### src/rtl/stepper_move_seq.sv
// Move sequencer: accepts a step-count/direction command and emits step_tick pulses on a rate profile.
// Build with STEP_RAMP_EN defined for the trapezoidal profile; undefined gives constant MIN_DIV rate.
//
// phase  | meaning
// IDLE   | no move in progress, start is sampled
// ACCEL  | period shrinks by ACC_STEP each step
// CRUISE | period held at its minimum
// DECEL  | period grows back toward START_DIV
module stepper_move_seq #(
  parameter int CNT_W     = 16,
  parameter int DIV_W     = 20,
  parameter int START_DIV = 50000,
  parameter int MIN_DIV   = 10000,
  parameter int ACC_STEP  = 500
) (
  input  logic             clk,
  input  logic             rst,
  input  logic             start,
  input  logic             dir_in,
  input  logic [CNT_W-1:0] steps,
  input  logic             abort,
  output logic             step_tick,
  output logic             dir,
  output logic             busy,
  output logic             done,
  output logic             aborted,
  output logic [1:0]       phase,
  output logic [CNT_W-1:0] steps_left
);

  typedef enum logic [1:0] {
    PH_IDLE   = 2'b00,
    PH_ACCEL  = 2'b01,
    PH_CRUISE = 2'b10,
    PH_DECEL  = 2'b11
  } phase_t;

  localparam logic [DIV_W-1:0] START_V = DIV_W'(START_DIV);
  localparam logic [DIV_W-1:0] MIN_V   = DIV_W'(MIN_DIV);
  // An illegal parameter set never lets a move start.
  localparam bit CFG_OK = (START_DIV >= MIN_DIV) && (MIN_DIV >= 2) && (ACC_STEP >= 0);

`ifdef STEP_RAMP_EN
  localparam phase_t           FIRST_PH  = PH_ACCEL;
  localparam logic [DIV_W-1:0] FIRST_DIV = START_V;
`else
  localparam phase_t           FIRST_PH  = PH_CRUISE;
  localparam logic [DIV_W-1:0] FIRST_DIV = MIN_V;
`endif

  phase_t           phase_q;
  logic             busy_q;
  logic             done_q;
  logic             aborted_q;
  logic             tick_q;
  logic             dir_q;
  logic [CNT_W-1:0] steps_left_q;
  logic [DIV_W-1:0] cur_div_q;
  logic [DIV_W-1:0] div_cnt_q;

  logic             finish;
  logic             tick_due;
  logic [DIV_W-1:0] div_cnt_inc;
  logic [CNT_W-1:0] left_dec;

  // A move ends on abort, or the cycle after the tick that used up the last step.
  always_comb begin
    finish      = busy_q && (abort || (tick_q && (steps_left_q == '0)));
    div_cnt_inc = div_cnt_q + 1'b1;
    tick_due    = busy_q && !finish && (div_cnt_inc == cur_div_q);
    left_dec    = steps_left_q - 1'b1;
  end

`ifdef STEP_RAMP_EN
  localparam logic [DIV_W:0] ACC_X        = (DIV_W+1)'(ACC_STEP);
  localparam logic [DIV_W:0] START_X      = (DIV_W+1)'(START_DIV);
  localparam logic [DIV_W:0] FAST_FLOOR_X = (DIV_W+1)'(MIN_DIV + ACC_STEP);

  logic [CNT_W-1:0] ramp_cnt_q;
  logic [DIV_W:0]   div_sum;
  logic [DIV_W-1:0] div_slower;
  logic [DIV_W-1:0] div_faster;
  logic             ramp_down;

  // One extra bit keeps the clamp compares free of wrap-around.
  always_comb begin
    div_sum    = {1'b0, cur_div_q} + ACC_X;
    div_slower = (div_sum > START_X) ? START_V : div_sum[DIV_W-1:0];
    div_faster = ({1'b0, cur_div_q} < FAST_FLOOR_X) ? MIN_V : (cur_div_q - ACC_X[DIV_W-1:0]);
    ramp_down  = (left_dec <= ramp_cnt_q);
  end
`endif

  always_ff @(posedge clk or posedge rst) begin
    if (rst) begin
      phase_q      <= PH_IDLE;
      busy_q       <= 1'b0;
      done_q       <= 1'b0;
      aborted_q    <= 1'b0;
      tick_q       <= 1'b0;
      dir_q        <= 1'b0;
      steps_left_q <= '0;
      cur_div_q    <= START_V;
      div_cnt_q    <= '0;
`ifdef STEP_RAMP_EN
      ramp_cnt_q   <= '0;
`endif
    end else begin
      tick_q <= 1'b0;
      done_q <= 1'b0;
      if (!busy_q) begin
        if (start && CFG_OK) begin
          dir_q        <= dir_in;
          steps_left_q <= steps;
          aborted_q    <= 1'b0;
          cur_div_q    <= FIRST_DIV;
          div_cnt_q    <= DIV_W'(1);
`ifdef STEP_RAMP_EN
          ramp_cnt_q   <= '0;
`endif
          if (steps == '0) begin
            done_q <= 1'b1;
          end else begin
            busy_q  <= 1'b1;
            phase_q <= FIRST_PH;
          end
        end
      end else if (finish) begin
        busy_q    <= 1'b0;
        done_q    <= 1'b1;
        phase_q   <= PH_IDLE;
        aborted_q <= abort;
        div_cnt_q <= '0;
      end else if (tick_due) begin
        tick_q       <= 1'b1;
        steps_left_q <= left_dec;
        div_cnt_q    <= '0;
`ifdef STEP_RAMP_EN
        if (left_dec != '0) begin
          if (ramp_down) begin
            phase_q    <= PH_DECEL;
            cur_div_q  <= div_slower;
            ramp_cnt_q <= (ramp_cnt_q == '0) ? '0 : (ramp_cnt_q - 1'b1);
          end else if (phase_q == PH_ACCEL) begin
            cur_div_q  <= div_faster;
            ramp_cnt_q <= ramp_cnt_q + 1'b1;
            if (div_faster == MIN_V) begin
              phase_q <= PH_CRUISE;
            end
          end
        end
`endif
      end else begin
        div_cnt_q <= div_cnt_inc;
      end
    end
  end

  assign step_tick  = tick_q;
  assign dir        = dir_q;
  assign busy       = busy_q;
  assign done       = done_q;
  assign aborted    = aborted_q;
  assign phase      = phase_q;
  assign steps_left = steps_left_q;

endmodule

### config.mk
export PLATFORM = sky130hd
export DESIGN_NAME = stepper_move_seq
export DESIGN_NICKNAME = d
export VERILOG_FILES = /design/src/rtl/stepper_move_seq.sv
export SDC_FILE = /design/constraint.sdc
export NUM_CORES = 1
export LEC_CHECK = 0
export CORE_ASPECT_RATIO = 1.4
export CORE_MARGIN = 4
export CORE_UTILIZATION = 40
export CTS_BUF_LIST = sky130_fd_sc_hd__clkbuf_16
export CTS_CLUSTER_SIZE = 28
export DETAILED_ROUTE_END_ITERATION = 6
export PLACE_DENSITY = 0.72
export REMOVE_ABC_BUFFERS = 1
export SYNTH_ARGS = -nofsm -noshare
export SYNTH_HDL_FRONTEND = slang
export SYNTH_SLANG_ARGS = --single-unit
### constraint.sdc
create_clock -name clk -period 3.3 [get_ports clk]
set_input_delay 0.99 -clock clk [delete_from_list [all_inputs] [get_ports clk]]
set_output_delay 0.99 -clock clk [all_outputs]
set_load 0.05 [all_outputs]
Word level (Yosys, flattened, before mapping)

Cells that the tools add are included.

$add $sub $neg: 2
Equal/unequal tests: 5
Multiplexer cells: 26
Bitwise logic cells: 1
Reductions and logical operators: 13

Operators by type and width:

| kind                                               | count |
|---|---|
| 2-to-1 mux 20 bit                                  | 4 |
| 2-to-1 mux 16 bit                                  | 4 |
| zero test 16 bit                                   | 2 |
| adder 20 x 1 -> 20 bit, second input constant      | 1 |
| == test 20 x 16 -> 1 bit                           | 1 |
| subtractor 16 x 1 -> 16 bit, second input constant | 1 |
| 2-to-1 mux 1 bit                                   | 14 |
| 2-to-1 mux 2 bit                                   | 4 |
| AND reduction 3 bit                                | 2 |
| logical AND 1 bit                                  | 4 |
| != test 2 x 1 -> 1 bit, second input constant      | 2 |
| != test 2 bit, second input constant               | 2 |
| AND reduction 2 bit                                | 2 |
| nonzero test 2 bit                                 | 1 |
| zero test 1 bit                                    | 1 |
| logical OR 1 bit                                   | 1 |
| NOT 1 bit                                          | 1 |

Register bits: 48
Input port bits: 21
Output and inout port bits: 23
Logic and storage cells: 56

Depth between registers and ports, before layout

Gate-level depths: netlist (run 1).

Depth in word-level cells: 10
Mapped depth: 12
Gate-level depth less buffers: 10

Least setup slack after synthesis (run 1)

Ideal clock, no wire load.

Path type: register to register
Start point: register div_cnt_q[0]
End point: register div_cnt_q[13]
Library setup time: 0.118 ns
Arrival time: 2.588 ns
Required time: 3.182 ns
Path slack: 0.594 ns
Cell stages (with the launch flop): 11
Buffers on the path: 1
Clock period less this slack: 2.706 ns
Cells stage by stage: dfrtp_1 -> ha_1 -> nand3_4 -> or4_4 -> nand3_1 -> nand4_1 -> a211oi_4 -> a21o_2 -> buf_4 -> o22ai_1 -> a21o_1

Longest elaborated chain between the ends: 6

RTL lines:

| item                       | RTL line | RTL |
|---|---|---|
| start: declaration         | 59       | `logic [DIV_W-1:0] div_cnt_q;` |
| start signal: assignment   | 154      | `div_cnt_q <= div_cnt_inc;` |
| adder 20 x 1 -> 20 bit (*) | 69       | `div_cnt_inc = div_cnt_q + 1'b1;` |
| == test 20 x 16 -> 1 bit   | 70       | `tick_due = busy_q && !finish && (div_cnt_inc == cur_div_q);` |
| logical AND 1 bit          | 70       |  |
| 2-to-1 mux 20 bit (*)      | 134      | `end else if (tick_due) begin` |
| 2-to-1 mux 20 bit (*)      | 128      | `end else if (finish) begin` |
| 2-to-1 mux 20 bit (*)      | 111      | `if (!busy_q) begin` |

Mark *: on every way between the ends. The rest lies on a longest branch, timed or not.
A chain may end at the register's enable or synchronous reset.

Worst setup path after layout (run 1)

Start point: register div_cnt_q[0]
End point: register steps_left_q[2], in the netlist steps_left[2]

Longest elaborated chain between the ends: 5

RTL lines:

| item                             | RTL line | RTL |
|---|---|---|
| adder 20 x 1 -> 20 bit           | 69       |  |
| == test 20 x 16 -> 1 bit         | 70       |  |
| logical AND 1 bit                | 70       |  |
| != test 2 x 1 -> 1 bit (no line) | n/a      |  |
| AND reduction 3 bit (no line)    | n/a      |  |
| end signal: assignment           | 114      | `steps_left_q <= steps;` |
| end signal: assignment           | 136      | `steps_left_q <= left_dec;` |
| end: declaration                 | 57       | `logic [CNT_W-1:0] steps_left_q;` |

No other way between the ends.

==> results of run 1 <==
cells by family (layout without fill, tap and decap cells):
| family | count (synthesis) | count (layout) | share of synthesized area [%] |
|---|---|---|---|
| buffers and inverters | 37 | 74 | 5.39 |
| AND/OR/NAND/NOR | 181 | 181 | 32.2 |
| flip-flops | 44 | 44 | 36.5 |
| multiplexers | 3 | 3 | 0.995 |
| other | 1 | 1 | 0.124 |
| AO/OA/AOI/OAI | 90 | 90 | 21.1 |
| adder cells (fa/ha/maj) | 4 | 4 | 1.66 |
| XOR/XNOR | 7 | 7 | 2.03 |
repair_timing:
| item | 4_1_cts | 5_1_grt |
|---|---|---|
| setup endpoints to repair | 0 | 1 |
| hold buffers | 0 | 0 |
| gates resized for setup | 0 | 1 |
worst paths after layout:
kind / depth (start not counted) / endpoint / slack (ns)
setup / recovery: 9 / steps_left[2] / 0.16
hold / removal: 2 / dir / 0.48
setup reg to reg: 9 / steps_left[2] / 0.16
hold reg to reg: 2 / dir / 0.48
max in group asynchronous: 3 / div_cnt_q[3] / 1.73
min in group asynchronous: 3 / done / 1.17
power by group through the flow:
stage / Sequential (mW) / Clock [mW] / Combinational [mW]
4_1_cts: 0.720 / 0.484 / 0.754
3_5_place_dp: 0.729 / 0 / 0.751
3_3_place_gp: 0.725 / 0 / 0.740
6_report: 0.722 / 0.475 / 0.752
2_1_floorplan: 0.962 / 0 / 0.230
5_1_grt: 0.735 / 0.502 / 0.804
placed cells by master (no fill, tap or decap), drive strengths merged, types with 3 or more instances in the layout:
cell,Yosys,layout
nand4,15,15
and2,3,3
nor3b,3,3
clkdlybuf4s50,0,42
o22a,3,3
and4,3,3
nand3,21,21
nor4,11,11
nor3,18,18
inv,14,15
o31ai,5,5
xnor2,4,4
a21o,9,9
ha,4,4
o22ai,10,10
o21ai,20,20
nand2,47,47
a31oi,4,4
dfrtp,43,43
nor4b,3,3
and3,12,12
buf,10,11
nor2,29,29
a211oi,4,4
xor2,3,3
clkbuf,13,5
or3,8,8
mux2i,3,3
o32ai,3,3
a21oi,14,14
worst max-delay path: stages, from the launching register on:
cell	delay, ns
dfrtp_1	0.44
ha_1	0.31
nand3_4	0.17
or4_4	0.53
a22oi_2	0.27
nand4_2	0.15
a211oi_4	0.37
and3_1	0.48
and3_1	0.24
nor3_2	0.05
routing by layer:
| metal | vias up | GRT usage [%] |
|---|---|---|
| met5 | - | 0 |
| met4 | 0 | 7.78 |
| met3 | 19 | 2.60 |
| met2 | 131 | 35.4 |
| met1 | 1525 | 23.4 |
| li1 | 1431 | - |
layout make-up:
class,count,area [um2]
Clock buffer,5,125
Multi-Input combinational cell,286,1760
Inverter,14,52.6
Timing Repair Buffer,53,503
Sequential cell,44,1100
Tap cell,97,121
Clock inverter,2,8.76
Fill cell,726,3690
metrics by stage:
step	setup slack [ns]	instance area, um2	cells	total power, mW	hold WS [ns]
floorplan	0.0298	2910	344	1.19	0.469
global placement	0.386	3530	494	1.47	0.461
detailed placement	0.235	3530	494	1.48	0.478
CTS	0.218	3670	501	1.96	0.492
global route	0.0251	3670	501	2.04	0.533
finish	0.164	3670	501	1.95	0.483
flip-flops by register name (all words and copies together) (netlist names):
name,flops
busy,1
cur_div_q,2
step_tick,1
done,1
div_cnt_q,20
dir,1
steps_left,16
aborted,1
phase,1
==> results.py, run 1 <==
metrics = {
    "timing": {
        "rsz0062_at_grt": "false",
        "finalSetupViolations": 0,
        "clock_skew_ns": 0.00473,
        "finalSetupTns_ns": 0,
        "worstMarginPinSlew_ns": 0.634,
        "drv_slew": 0,
        "maxSlewHeadroom_pct": 57.6,
        "hold_viol": 0,
        "period_needed_ns": 3.14,
        "fmax_ghz": 0.319,
        "finalCritPeriodShare_pct": 95.0,
    },
    "worst_setup_path": {
        "worstPathArrival_ns": 3.29,
        "worst_setup_path_start_kind": "flop",
        "path_class": "flop to flop",
        "r2r-start": "div_cnt_q[0]",
        "required_ns": 3.46,
        "worst-path-max-fanout": 11,
        "cp-startpoint": "div_cnt_q[0]",
        "end_kind": "flop",
    },
    "place": {
        "place_hpwl_um": 6390,
        "port_buffers": 42,
        "gp_congestion": 0.952,
    },
    "job": {
        "drv_cap": 0,
    },
    "synthesis": {
        "synthTopCellsByArea": "dfrtp_1, nand2_1, nor2_1",
        "synth-edff-count": 0,
        "synth_ff_type": "dfrtp_1",
        "yosysMostFrequentCell": "nand2_1",
        "synth_common_cells": "nand2_1, dfrtp_1, nor2_1",
        "synth_top_area_share_pct": 35.6,
        "ys_ff_latch": 44,
        "ys_warn_count": 0,
        "async_reset_ff_share_pct": 100,
        "netlist_instances": 367,
        "ys_types": 62,
        "syn-cell-area_um2": 3020,
        "yosysSeqAreaShare_pct": 36.5,
        "synth_area_leader_cell": "dfrtp_1",
        "synth.avg_cell_area_um2": 8.23,
    },
    "outcome": {
        "run_status": "finished clean",
    },
    "floorplan": {
        "die_w_um": 81.4,
        "start_util_pct": 41.0,
        "ioPinCount": 44,
        "die_area_um2": 9020,
        "die_y_um": 111,
        "num_rows": 37,
        "core_um2": 7360,
    },
    "routing": {
        "routed_via_density": 6.20,
        "drtAntennaViolNets": 0,
        "vias": 3106,
        "drt_pass1_iterations": 4,
        "wl_per_cell_um": 17.4,
        "dr.max_layer_used": "met4",
        "routed-wl-met2_um": 4650,
        "wl_met3_um": 495,
        "drt-met1-wl_um": 3360,
        "drc": 0,
        "drt_iter0_markers": 248,
        "wirelength_um": 8720,
    },
    "cts": {
        "clock_sinks": 44,
        "worst_skew_pair.late_latency_ns": 0.28,
        "clkTransAtPathRegs_ns": 0.06,
        "cts_buffer_depth": 2,
        "numCtsBuffers": 5,
        "cts_tree": "yes",
        "cts.htree.levels": 2,
        "post-cts-setup-buffers": 0,
        "cts-root-buf": "clkbuf_16",
    },
    "finish": {
        "nets": 429,
        "utilization_pct": 49.9,
        "drive_gt1_share_pct": 8.17,
        "n_antenna_cell": 0,
        "area_delta_synth_final_pct": 21.7,
    },
    "pwr": {
        "p_int_mw": 1.15,
        "swShare_pct": 40.9,
        "pwr-share-seq_pct": 37.1,
        "vdd_drop_max_mv": 0.323,
        "switchingPower_mw": 0.798,
        "cellPowerDensity_nw_per_um2": 531,
        "clockPowerShare_pct": 24.4,
        "p_leak_nw": 1.54,
        "combPwrFrac_pct": 38.6,
    },
    "global_routing": {
        "grt_pass1_wl_um": 14500,
        "gr-usage-all-layers_pct": 19.9,
        "grt_overflow": 0,
        "antenna_found_initial": 0,
        "grt_pass1_vias": 3050,
        "grt_max_degree": 45,
    },
    "worst_hold_path": {
        "hp-start": "dir",
        "min_path_type": "flop to flop",
    },
}
(Power assumes the default switching activity.)
==> inputs of run 2 (changes only) <==
--- a/config.mk
+++ b/config.mk
@@ -8,7 +8,7 @@
 export CORE_ASPECT_RATIO = 1.4
 export CORE_MARGIN = 4
 export CORE_UTILIZATION = 40
-export CTS_BUF_LIST = sky130_fd_sc_hd__clkbuf_16
+export CTS_BUF_LIST = sky130_fd_sc_hd__clkbuf_4 sky130_fd_sc_hd__clkbuf_8
 export CTS_CLUSTER_SIZE = 28
 export DETAILED_ROUTE_END_ITERATION = 6
 export PLACE_DENSITY = 0.72
==> constraint.sdc (replaced) <==
create_clock -name clk -period 3.3 [get_ports clk]
set_input_delay 0.66 -clock clk [delete_from_list [all_inputs] [get_ports clk]]
set_output_delay 0.66 -clock clk [all_outputs]
set_load 0.05 [all_outputs]
==> results.py, run 2 (synthesized netlist as in run 1, its figures left out) <==
metrics = {
    "routing": {
        "wirelength_um": 8810,
        "drtAntennaViolNets": 0,
        "drt_pass1_iterations": 5,
        "drc": 0,
        "vias": 3091,
        "wl_per_cell_um": 17.6,
        "routed_via_density": 6.18,
        "drt_iter0_markers": 308,
    },
    "timing": {
        "hold_viol": 0,
        "finalCritPeriodShare_pct": 95.0,
        "rsz0062_at_grt": "false",
        "finalSetupTns_ns": 0,
        "drv_slew": 0,
        "maxSlewHeadroom_pct": 19.4,
        "fmax_ghz": 0.319,
        "finalSetupViolations": 0,
        "fin_worst_hold_slack_ns": 0.486,
        "period_needed_ns": 3.13,
        "layout_setup_ws_ns": 0.166,
        "clock_skew_ns": 0.00955,
        "worstMarginPinSlew_ns": 1.20,
    },
    "cts": {
        "numCtsBuffers": 5,
        "worst_skew_pair.late_latency_ns": 0.30,
        "post-cts-setup-buffers": 0,
        "clkTransAtPathRegs_ns": 0.09,
        "cts_buffer_depth": 2,
        "cts_tree": "yes",
        "clock_sinks": 44,
        "cts.htree.levels": 2,
        "cts-root-buf": "clkbuf_8",
    },
    "worst_setup_path": {
        "path_class": "flop to flop",
        "critPathTopFamily": "compound AO/OA/AOI/OAI gates",
        "end_kind": "flop",
        "worst_setup_path_start_kind": "flop",
        "r2r_slack_ns": 0.17,
        "cp_slowest_stage_delay_ns": 0.52,
        "r2r-end": "div_cnt_q[15]",
        "path_buf_inv": 0,
        "r2r-start": "div_cnt_q[0]",
        "worst-path-max-fanout": 15,
        "reg2reg_depth": 9,
        "worstPathArrival_ns": 3.32,
        "crit_slowest_cell": "nor4_1",
        "required_ns": 3.49,
        "path_cells": "ha_1 -> and3_1 -> o22ai_1 -> nor4_1 -> nand4_2 -> a211oi_4 -> a21o_2 -> nor2_1 -> a211o_1",
    },
    "finish": {
        "ff_latch_area_um2": 1100,
        "layout_commonest_cell": "nand2_1",
        "drive_gt1_share_pct": 8.19,
        "regMostFlops": "div_cnt_q",
        "n_antenna_cell": 0,
        "fin_cells": 500,
        "largest_reg_flops": 20,
        "multi_input_area_um2": 1760,
        "nets": 427,
        "final_cell_mix": "nand2_1, dfrtp_1, clkdlybuf4s50_1",
        "utilization_pct": 49.5,
        "area_delta_synth_final_pct": 20.8,
        "fillers": 708,
        "stdcell_area_um2": 3650,
    },
    "floorplan": {
        "ioPinCount": 44,
        "core_um2": 7360,
        "die_area_um2": 9020,
        "num_rows": 37,
        "die_w_um": 81.4,
        "die_y_um": 111,
        "start_util_pct": 41.0,
    },
    "pwr": {
        "cellPowerDensity_nw_per_um2": 529,
        "p_leak_nw": 1.52,
        "power.total_mw": 1.93,
        "vdd_drop_max_mv": 0.309,
    },
    "global_routing": {
        "grt_pass1_vias": 3109,
        "grt_pass1_wl_um": 14700,
        "grt_overflow": 0,
        "antenna_found_initial": 0,
        "grt_max_degree": 45,
        "gr-usage-all-layers_pct": 20.3,
    },
    "place": {
        "dp_worst_setup_slack_ns": 0.231,
        "place_area_um2": 3520,
        "port_buffers": 42,
        "gp_congestion": 0.906,
        "place_hpwl_um": 6360,
        "post-place-cells": 492,
    },
    "job": {
        "drv_cap": 0,
    },
    "worst_hold_path": {
        "hold_path_depth": 2,
        "min_path_type": "flop to flop",
        "hp-start": "dir",
        "hold_end": "dir",
    },
    "outcome": {
        "run_status": "finished clean",
    },
}
[run 2: layout make-up]
class,count,share of cell area (%)
clock buffers,7,2.64
clock inverters,1,0.824
inverters,14,1.44
multi-input cells,286,48.1
flip-flops and latches,44,30.2
well taps,97,3.33
repair buffers,51,13.4
[run 2: repair_timing]
item,CTS,global route
endpoints found under the setup margin,0,4
gates resized for setup,0,1
hold buffers,0,0
[run 2: power by group]
group	leakage, nW	internal [mW]	switching (mW)	total [mW]
Clock	0.0645	0.268	0.198	0.466
Combinational	0.893	0.257	0.481	0.738
Sequential	0.561	0.614	0.110	0.725
[run 2: worst reg2reg max path: stages, from the launching register on]
cell      delay [ns]
dfrtp_1         0.46
ha_1            0.31
and3_1          0.26
o22ai_1         0.09
nor4_1          0.52
nand4_2         0.22
a211oi_4        0.42
a21o_2          0.39
nor2_1          0.09
a211o_1         0.27
[run 2: layer usage]
layer / routed length (um) / global-route usage, % / up-vias
met5: 0 / 0 / -
met4: 255 / 10.1 / 0
met3: 514 / 3.50 / 26
met2: 4620 / 34.4 / 145
met1: 3420 / 23.8 / 1486
li1: - / - / 1434
[run 2: how the worst max path moves through the flow]
stage               slack, ns            end    startpoint  depth (start not counted)
global placement         0.31  div_cnt_q[15]  div_cnt_q[0]                          9
CTS                      0.22  steps_left[2]  div_cnt_q[0]                          9
floorplan                0.03  steps_left[2]          busy                          5
global route            0.003  div_cnt_q[15]  div_cnt_q[1]                          9
finish                   0.17  div_cnt_q[15]  div_cnt_q[0]                          9
detailed placement       0.23  steps_left[2]  div_cnt_q[0]                          9
